--- src/rtl/rr_ring_arbiter.sv ---
// rr_ring_arbiter: round-robin arbiter with a one-hot ring pointer and registered one-hot grants.
// Optional forced handoff after HOLD_MAX owned cycles when built with `define ARB_TIMEOUT_EN.
module rr_ring_arbiter #(
  parameter int N = 4,
  parameter int HOLD_MAX = 16,
  localparam int IDW = $clog2(N)
) (
  input  logic           clk,
  input  logic           rst_n,
  input  logic           clr,
  input  logic [N-1:0]   req,
  output logic [N-1:0]   gnt,
  output logic           gnt_vld,
  output logic [IDW-1:0] gnt_id,
  output logic [N-1:0]   ptr,
  output logic           preempt
);
  typedef enum logic {IDLE, OWN} state_t;
  state_t state, state_nxt;
  logic [N-1:0] gnt_nxt, ptr_nxt, win_oh, mreq, rot;
  logic [IDW-1:0] id_nxt, pidx, widx;
  logic vld_nxt, found, take, owner_req, force_ho;

  if (N < 2 || N > 16 || HOLD_MAX < 1) begin : g_cfg_chk
    $error("rr_ring_arbiter: unsupported N or HOLD_MAX");
  end

  // The owner is masked so a handoff can only pick someone else.
  assign mreq = req & ~gnt;
  assign owner_req = |(req & gnt);

  always_comb begin
    pidx = '0;
    for (int i = 0; i < N; i++) if (ptr[i]) pidx = IDW'(i);
    rot = N'({mreq, mreq} >> pidx);
    found = 1'b0;
    widx = '0;
    for (int k = 0; k < N; k++) begin
      if (!found && rot[k]) begin
        found = 1'b1;
        widx = IDW'((int'(pidx) + k) % N);
      end
    end
    win_oh = N'(1) << widx;
  end

  assign take = !clr && found && (state == IDLE || !owner_req || force_ho);

  always_comb begin
    state_nxt = state;
    gnt_nxt = gnt;
    id_nxt = gnt_id;
    vld_nxt = gnt_vld;
    ptr_nxt = ptr;
    if (clr) begin
      state_nxt = IDLE;
      gnt_nxt = '0;
      id_nxt = '0;
      vld_nxt = 1'b0;
      ptr_nxt = N'(1);
    end else if (take) begin
      state_nxt = OWN;
      gnt_nxt = win_oh;
      id_nxt = widx;
      vld_nxt = 1'b1;
      ptr_nxt = {win_oh[N-2:0], win_oh[N-1]};
    end else if (state == OWN && !owner_req) begin
      state_nxt = IDLE;
      gnt_nxt = '0;
      id_nxt = '0;
      vld_nxt = 1'b0;
    end
  end

  always_ff @(posedge clk or negedge rst_n)
    if (!rst_n) begin
      state <= IDLE;
      gnt <= '0;
      gnt_id <= '0;
      gnt_vld <= 1'b0;
      ptr <= N'(1);
    end else begin
      state <= state_nxt;
      gnt <= gnt_nxt;
      gnt_id <= id_nxt;
      gnt_vld <= vld_nxt;
      ptr <= ptr_nxt;
    end

`ifdef ARB_TIMEOUT_EN
  localparam int CW = $clog2(HOLD_MAX + 1);
  logic [CW-1:0] cnt;
  // Counter saturates at HOLD_MAX, so a lone owner is preempted on the first edge a rival shows up.
  assign force_ho = state == OWN && owner_req && found && cnt >= CW'(HOLD_MAX - 1);

  always_ff @(posedge clk or negedge rst_n)
    if (!rst_n) begin
      cnt <= '0;
      preempt <= 1'b0;
    end else begin
      preempt <= !clr && force_ho;
      cnt <= (clr || take) ? '0 : (state == OWN && cnt != CW'(HOLD_MAX)) ? cnt + 1'b1 : cnt;
    end
`else
  assign force_ho = 1'b0;
  assign preempt = 1'b0;
`endif
endmodule
--- config.mk ---
export PLATFORM = sky130hd
export DESIGN_NAME = rr_ring_arbiter
export DESIGN_NICKNAME = d
export VERILOG_FILES = /design/src/rtl/rr_ring_arbiter.sv
export SDC_FILE = /design/constraint.sdc
export NUM_CORES = 1
export LEC_CHECK = 0
export CORE_MARGIN = 2
export CORE_UTILIZATION = 42
export CTS_CLUSTER_DIAMETER = 60
export DETAILED_ROUTE_END_ITERATION = 10
export PLACE_DENSITY = 0.73
export SLEW_MARGIN = 25
export SYNTH_ARGS = -nofsm -noshare
export SYNTH_HDL_FRONTEND = slang
export SYNTH_SLANG_ARGS = --single-unit
--- constraint.sdc ---
create_clock -name clk -period 1.7 [get_ports clk]
set_clock_uncertainty 0.1 [all_clocks]
set_input_delay 0.17 -clock clk [delete_from_list [all_inputs] [get_ports clk]]
set_output_delay 0.17 -clock clk [all_outputs]
set_load 0.1 [all_outputs]
Word-level counts from Yosys, hierarchy flattened
Index checks and enable logic that the tools add are counted.
Word-level totals
  bits in registers: 11
  input bits: 7
  output and inout bits: 12
  logic and storage cells: 50
Cells by class
  add/sub/neg operators: 3
  shift operators: 2
  mux-type cells: 22
  bitwise operators: 4
  reduce and logical (&&, ||, !) cells: 15
Operators by type and width (count)
  $mux W4: 5
  $mux W2: 9
  $and A4 B4 Y4: 2
  $mux W1: 8
  $shr A8 B2 Y4: 1
  $logic_and A1 B1 Y1: 6
  $logic_not A1 Y1: 5
  $add A2 B2 Y2 const B: 2
  $not A4 Y4: 1
  $reduce_or A4 Y1: 1
  $shl A1 B2 Y4 const A: 1
  $reduce_bool A3 Y1: 1
  $add A2 B1 Y2 const B: 1
  $reduce_bool A2 Y1: 1
  $logic_or A1 B1 Y1: 1
  $not A1 Y1: 1

Depth between registers and ports, before layout
  depth in word-level cells: 18
  depth in mapped cells: 5
  gate-level depth less buffers: 5

Least setup slack after synthesis
OpenSTA, ideal clock, no wires.
  kind: register to register
  start: register gnt[1]
  end: register gnt[3]
  library setup time: 0.122 ns
  data arrival time: 2.155 ns
  data required time: 1.478 ns
  setup slack: -0.678 ns
  stages on the path, launching flop included: 6
  buffers on the path: 0
  period minus slack after synthesis: 2.378 ns
  cells stage by stage: dfrtp_1 > nand2b_2 > nand4b_1 > a2111o_1 > o31a_4 > a22o_1
On the way
  cells in the longest elaborated chain, start to end: 17
  elaborated cells on any way between the ends: 28
  those cells by class: shift: 2; mux: 10; bitwise: 3; reduce/logical: 13
Ends and longest elaborated chain
  start, declared: line 12  | output logic [N-1:0] gnt,
  start signal, assigned: line 84  | gnt <= gnt_nxt;
  $not A4 Y4: line 29  | assign mreq = req & ~gnt;
  $and A4 B4 Y4: line 29
  $shr A8 B2 Y4: line 35  | rot = N'({mreq, mreq} >> pidx);
  $mux W1: line 39  | if (!found && rot[k]) begin
  $logic_not A1 Y1: line 39
  $logic_and A1 B1 Y1: line 39
  $mux W1: line 39
  $logic_not A1 Y1: line 39
  $logic_and A1 B1 Y1: line 39
  $mux W1: line 39
  $logic_not A1 Y1: line 39
  $logic_and A1 B1 Y1: line 39
  $mux W1: line 39
  $logic_and A1 B1 Y1 (2 in series): line 47  | assign take = !clr && found && (state == IDLE || !owner_req || force_ho);
  $mux W4: line 61  | end else if (take) begin
  $mux W4: line 55  | if (clr) begin
Parallel ways exist; a longest one is shown, timed or not.
A chain may end at the register's enable or synchronous reset.

Worst setup path in the final report
  start: register gnt[0]
  end: register gnt[3]
Same word-level chain as after synthesis.

==> summary.md <==
| Metric | Value |
|---|---|
| Status | complete, but fails checks |
| Violated checks | setup timing |
| Compound-Gate Fraction of Synth Area | 0.2612 |
| Clk sinks | 11 |
| Simple-gate share of the synthesized area | 0.3201 |
| Area contributors post-synth | dfrtp_1 (35%), nand3_1 (4.2%), nor2b_4 (3.8%) |
| Total GRT Usage | 0.2469 |
| Die area | approximately 2100 um2 |
| Vias in the first global route | 737 |
| Total wire length | 2.540 mm |
| Vias per inst | 6.171 |
| Grt total ovfl | 0 |
| Startpoint Class | flop |
| Antenna diode count | 0 |
| Syn Inst Count | 71 |
| CP Max Fanout | 5 |
| Final setup vio count | 10 |
| CTS tree | yes |
| Core Rows | 14 |
| CP required | around 1.8 ns |
| Netlist cell types | 38 |
| Syn_area_per_cell | 10.19 um2 |
| Final Power | 2.963 mW |
| Final hold vios | 0 |
| Largest family of logic cells by synthesized area | simple AND/OR/NAND/NOR gates |
| Dpl ws | -0.4071 ns |
| Sequential fraction of the synthesis area | 0.3824 |
| Fin crit share | 1.149 |
| H-tree depth | 1 |
| Vias | 796 |
| Starting Density | 0.4639 |
| Top cell type's share of synthesized area | 0.3460 |
| Fillers | 77 |
| Routability Congestion | 0.9009 |
| R2R Path End | gnt[3] |
| Layout cells sized above 1 | 0.5929 |
| Die width | 45.50 um |
| Leakage | 0.5512 nW |
| Reg2reg path depth | 5 |
| Yosys reg bits | 11 |
| Peak VDD IR | 2044 uV |
| Die height | around 45 um |
| Placed cell areas | 1195 um2 |
| Largest net degree at the start of global routing | 12 |
| Post-synthesis mux area share | 0.01557 |
| First-pass GRT wire length | 3.594 mm |
| Largest area contributor in the netlist | dfrtp_1 |
| Final Critical Period | 1.953 ns |
| Count of input and output buffers | 17 |
| Nets@finish | 121 |
| CP endpoint kind | flop |
| Post-CTS Hold Fix Bufs | 0 |
| Main synth FF type | dfrtp_1 |
| Clk buf depth | 2 |
| Post-Synth XOR/XNOR Area | 0 |
| P per Cell Area | 2199 nW/um2 |
| Area Overhead vs Synth | 86.33% |
| Setup ws final | -0.2535 ns |
| R2r setup slk | -0.25 ns |
| Number of flops mapped to enable cells by yosys | 0 |
| # IOs | 19 |
| Crit path to | gnt[3] |
| Post-synth ARST share | 1.000 |
| Max_cap viols | 0 |
| Post-Syn Nets | between 70 and 80 |
| Final ANT Viol Nets | 0 |
| WL/cell | ~20 um |
| First DRT Iteration DRCs | 14 |
| Worst-path clk slew | about 0.070 ns |
| Adder-Cell Fraction of Synth Area | 0 |
| Root Driver | clkbuf_4 |
| RSZ-0062 raised after global routing | yes |
| First-pass iteration count of the detailed router | 4 |
| Post-detail-place hpwl | 1.590 mm |
| Crit path DAT | 2.01 ns |
| Peak Freq | 511.9 MHz |
| Setup TNS | -1.830 ns |
| Crit Reg-Reg Startpoint | gnt[0] |
| Residual DRC | 0 |
| Core outline area | 1559 um2 |
| Initial antenna violation count | 0 |
| Setup crit start | gnt[0] |
| Ys Warns | 0 |
| CTS buffer count | 3 |
| Syn Std Cell Area | 723.2 um2 |
| Finished Cell Area | 1348 um2 |
| Clock Latency Late Sink | roughly 0.26 ns |
| Crit Path Class | flop to flop |
| Min-Delay Path Class | primary input to async pin |
| Fin. max-slew vios | 0 |
[cell usage in the layout, fill, tap and decap left out, types with 3 or more instances in the layout]
| cell type | netlist | layout |
|---|---|---|
| clkbuf_4 | 0 | 3 |
| nand2_1 | 5 | 5 |
| nand2b_1 | 4 | 3 |
| o2bb2ai_1 | 3 | 3 |
| nor2_1 | 4 | 3 |
| nand3_1 | 6 | 6 |
| dfrtp_4 | 0 | 6 |
| a22o_1 | 3 | 3 |
| clkdlybuf4s50_1 | 0 | 6 |
| buf_12 | 0 | 12 |
| nor2b_4 | 2 | 3 |
| buf_4 | 1 | 21 |
[layer usage]
| layer | wire length [um] | track usage | share of wire |
|---|---|---|---|
| met1 | 1097 | 0.3484 | 0.43 |
| met4 | 27 | 0.1529 | 0.011 |
| met3 | 79 | 0.02381 | 0.031 |
| met5 | 0 | 0 | 0 |
| met2 | 1335 | 0.3606 | 0.53 |
[logic make-up after synthesis]
family / after synthesis
other: 1
and+or+nand+nor: 34
muxes: 1
AOI/OAI and AO/OA: 22
buffers and inverters: 2
DFF: 11
[how the worst min path moves through the flow]
stage	to	slack, ns	cells past startpoint	from
3_3_place_gp	gnt_id[0]	0.43	1	rst_n
5_1_grt	gnt[1]	0.17	1	rst_n
6_report	gnt_id[0]	0.13	1	rst_n
2_1_floorplan	gnt_id[0]	-0.23	0	rst_n
4_1_cts	ptr[3]	0.14	1	rst_n
3_5_place_dp	gnt_id[0]	0.43	1	rst_n
[registers in the layout (all words and copies together), names as in the netlist]
signal   cells
gnt          4
gnt_id       2
gnt_vld      1
ptr          4
[cell type report]
class	instances	area [um2]	area share
Clock buffer	4	26.28	0.01950
Inverter	1	3.754	0.002786
Multi-Input combinational cell	58	538.0	0.3993
Sequential cell	11	301.5	0.2238
Tap cell	16	20.02	0.01486
Timing Repair Buffer	39	457.9	0.3398
[worst max-delay path, stage by stage (launching register included)]
cell,delay [ns]
dfrtp_4,0.50
and2b_4,0.28
nand4b_1,0.13
a2111o_1,0.50
o31a_4,0.16
a22o_1,0.18
[timing repair]
item | CTS | global route
setup endpoints to repair | 10 | 10
pin swaps | 0 | 6
resized for setup | 2 | 11
setup buffers | 1 | 3
[synth_stat cells (2+ instances only)]
cell type,number
nand2_1,5
nand3_1,6
nand4b_1,2
nand2b_1,4
a21oi_2,2
a22oi_1,2
nor2_1,4
nor4_1,2
a22o_1,3
dfrtp_1,10
o2bb2ai_1,3
nor2b_4,2
[power by group]
group	switching, mW	total [mW]	internal (mW)	leakage [nW]
Combinational	1.32	2.23	0.911	0.406
Clock	0.0869	0.178	0.0908	0.0150
Sequential	0.150	0.556	0.406	0.130
[stage by stage]
step | hold WS, ns | cells | util
floorplan | -0.2256 | 71 | -
CTS | 0.1380 | 126 | 0.7953
global placement | 0.4262 | 121 | 0.7665
finish | 0.1334 | 129 | 0.8644
global route | 0.1732 | 129 | 0.8644
detailed placement | 0.4255 | 121 | 0.7665
Note: power is estimated with default switching activity, not from simulation.
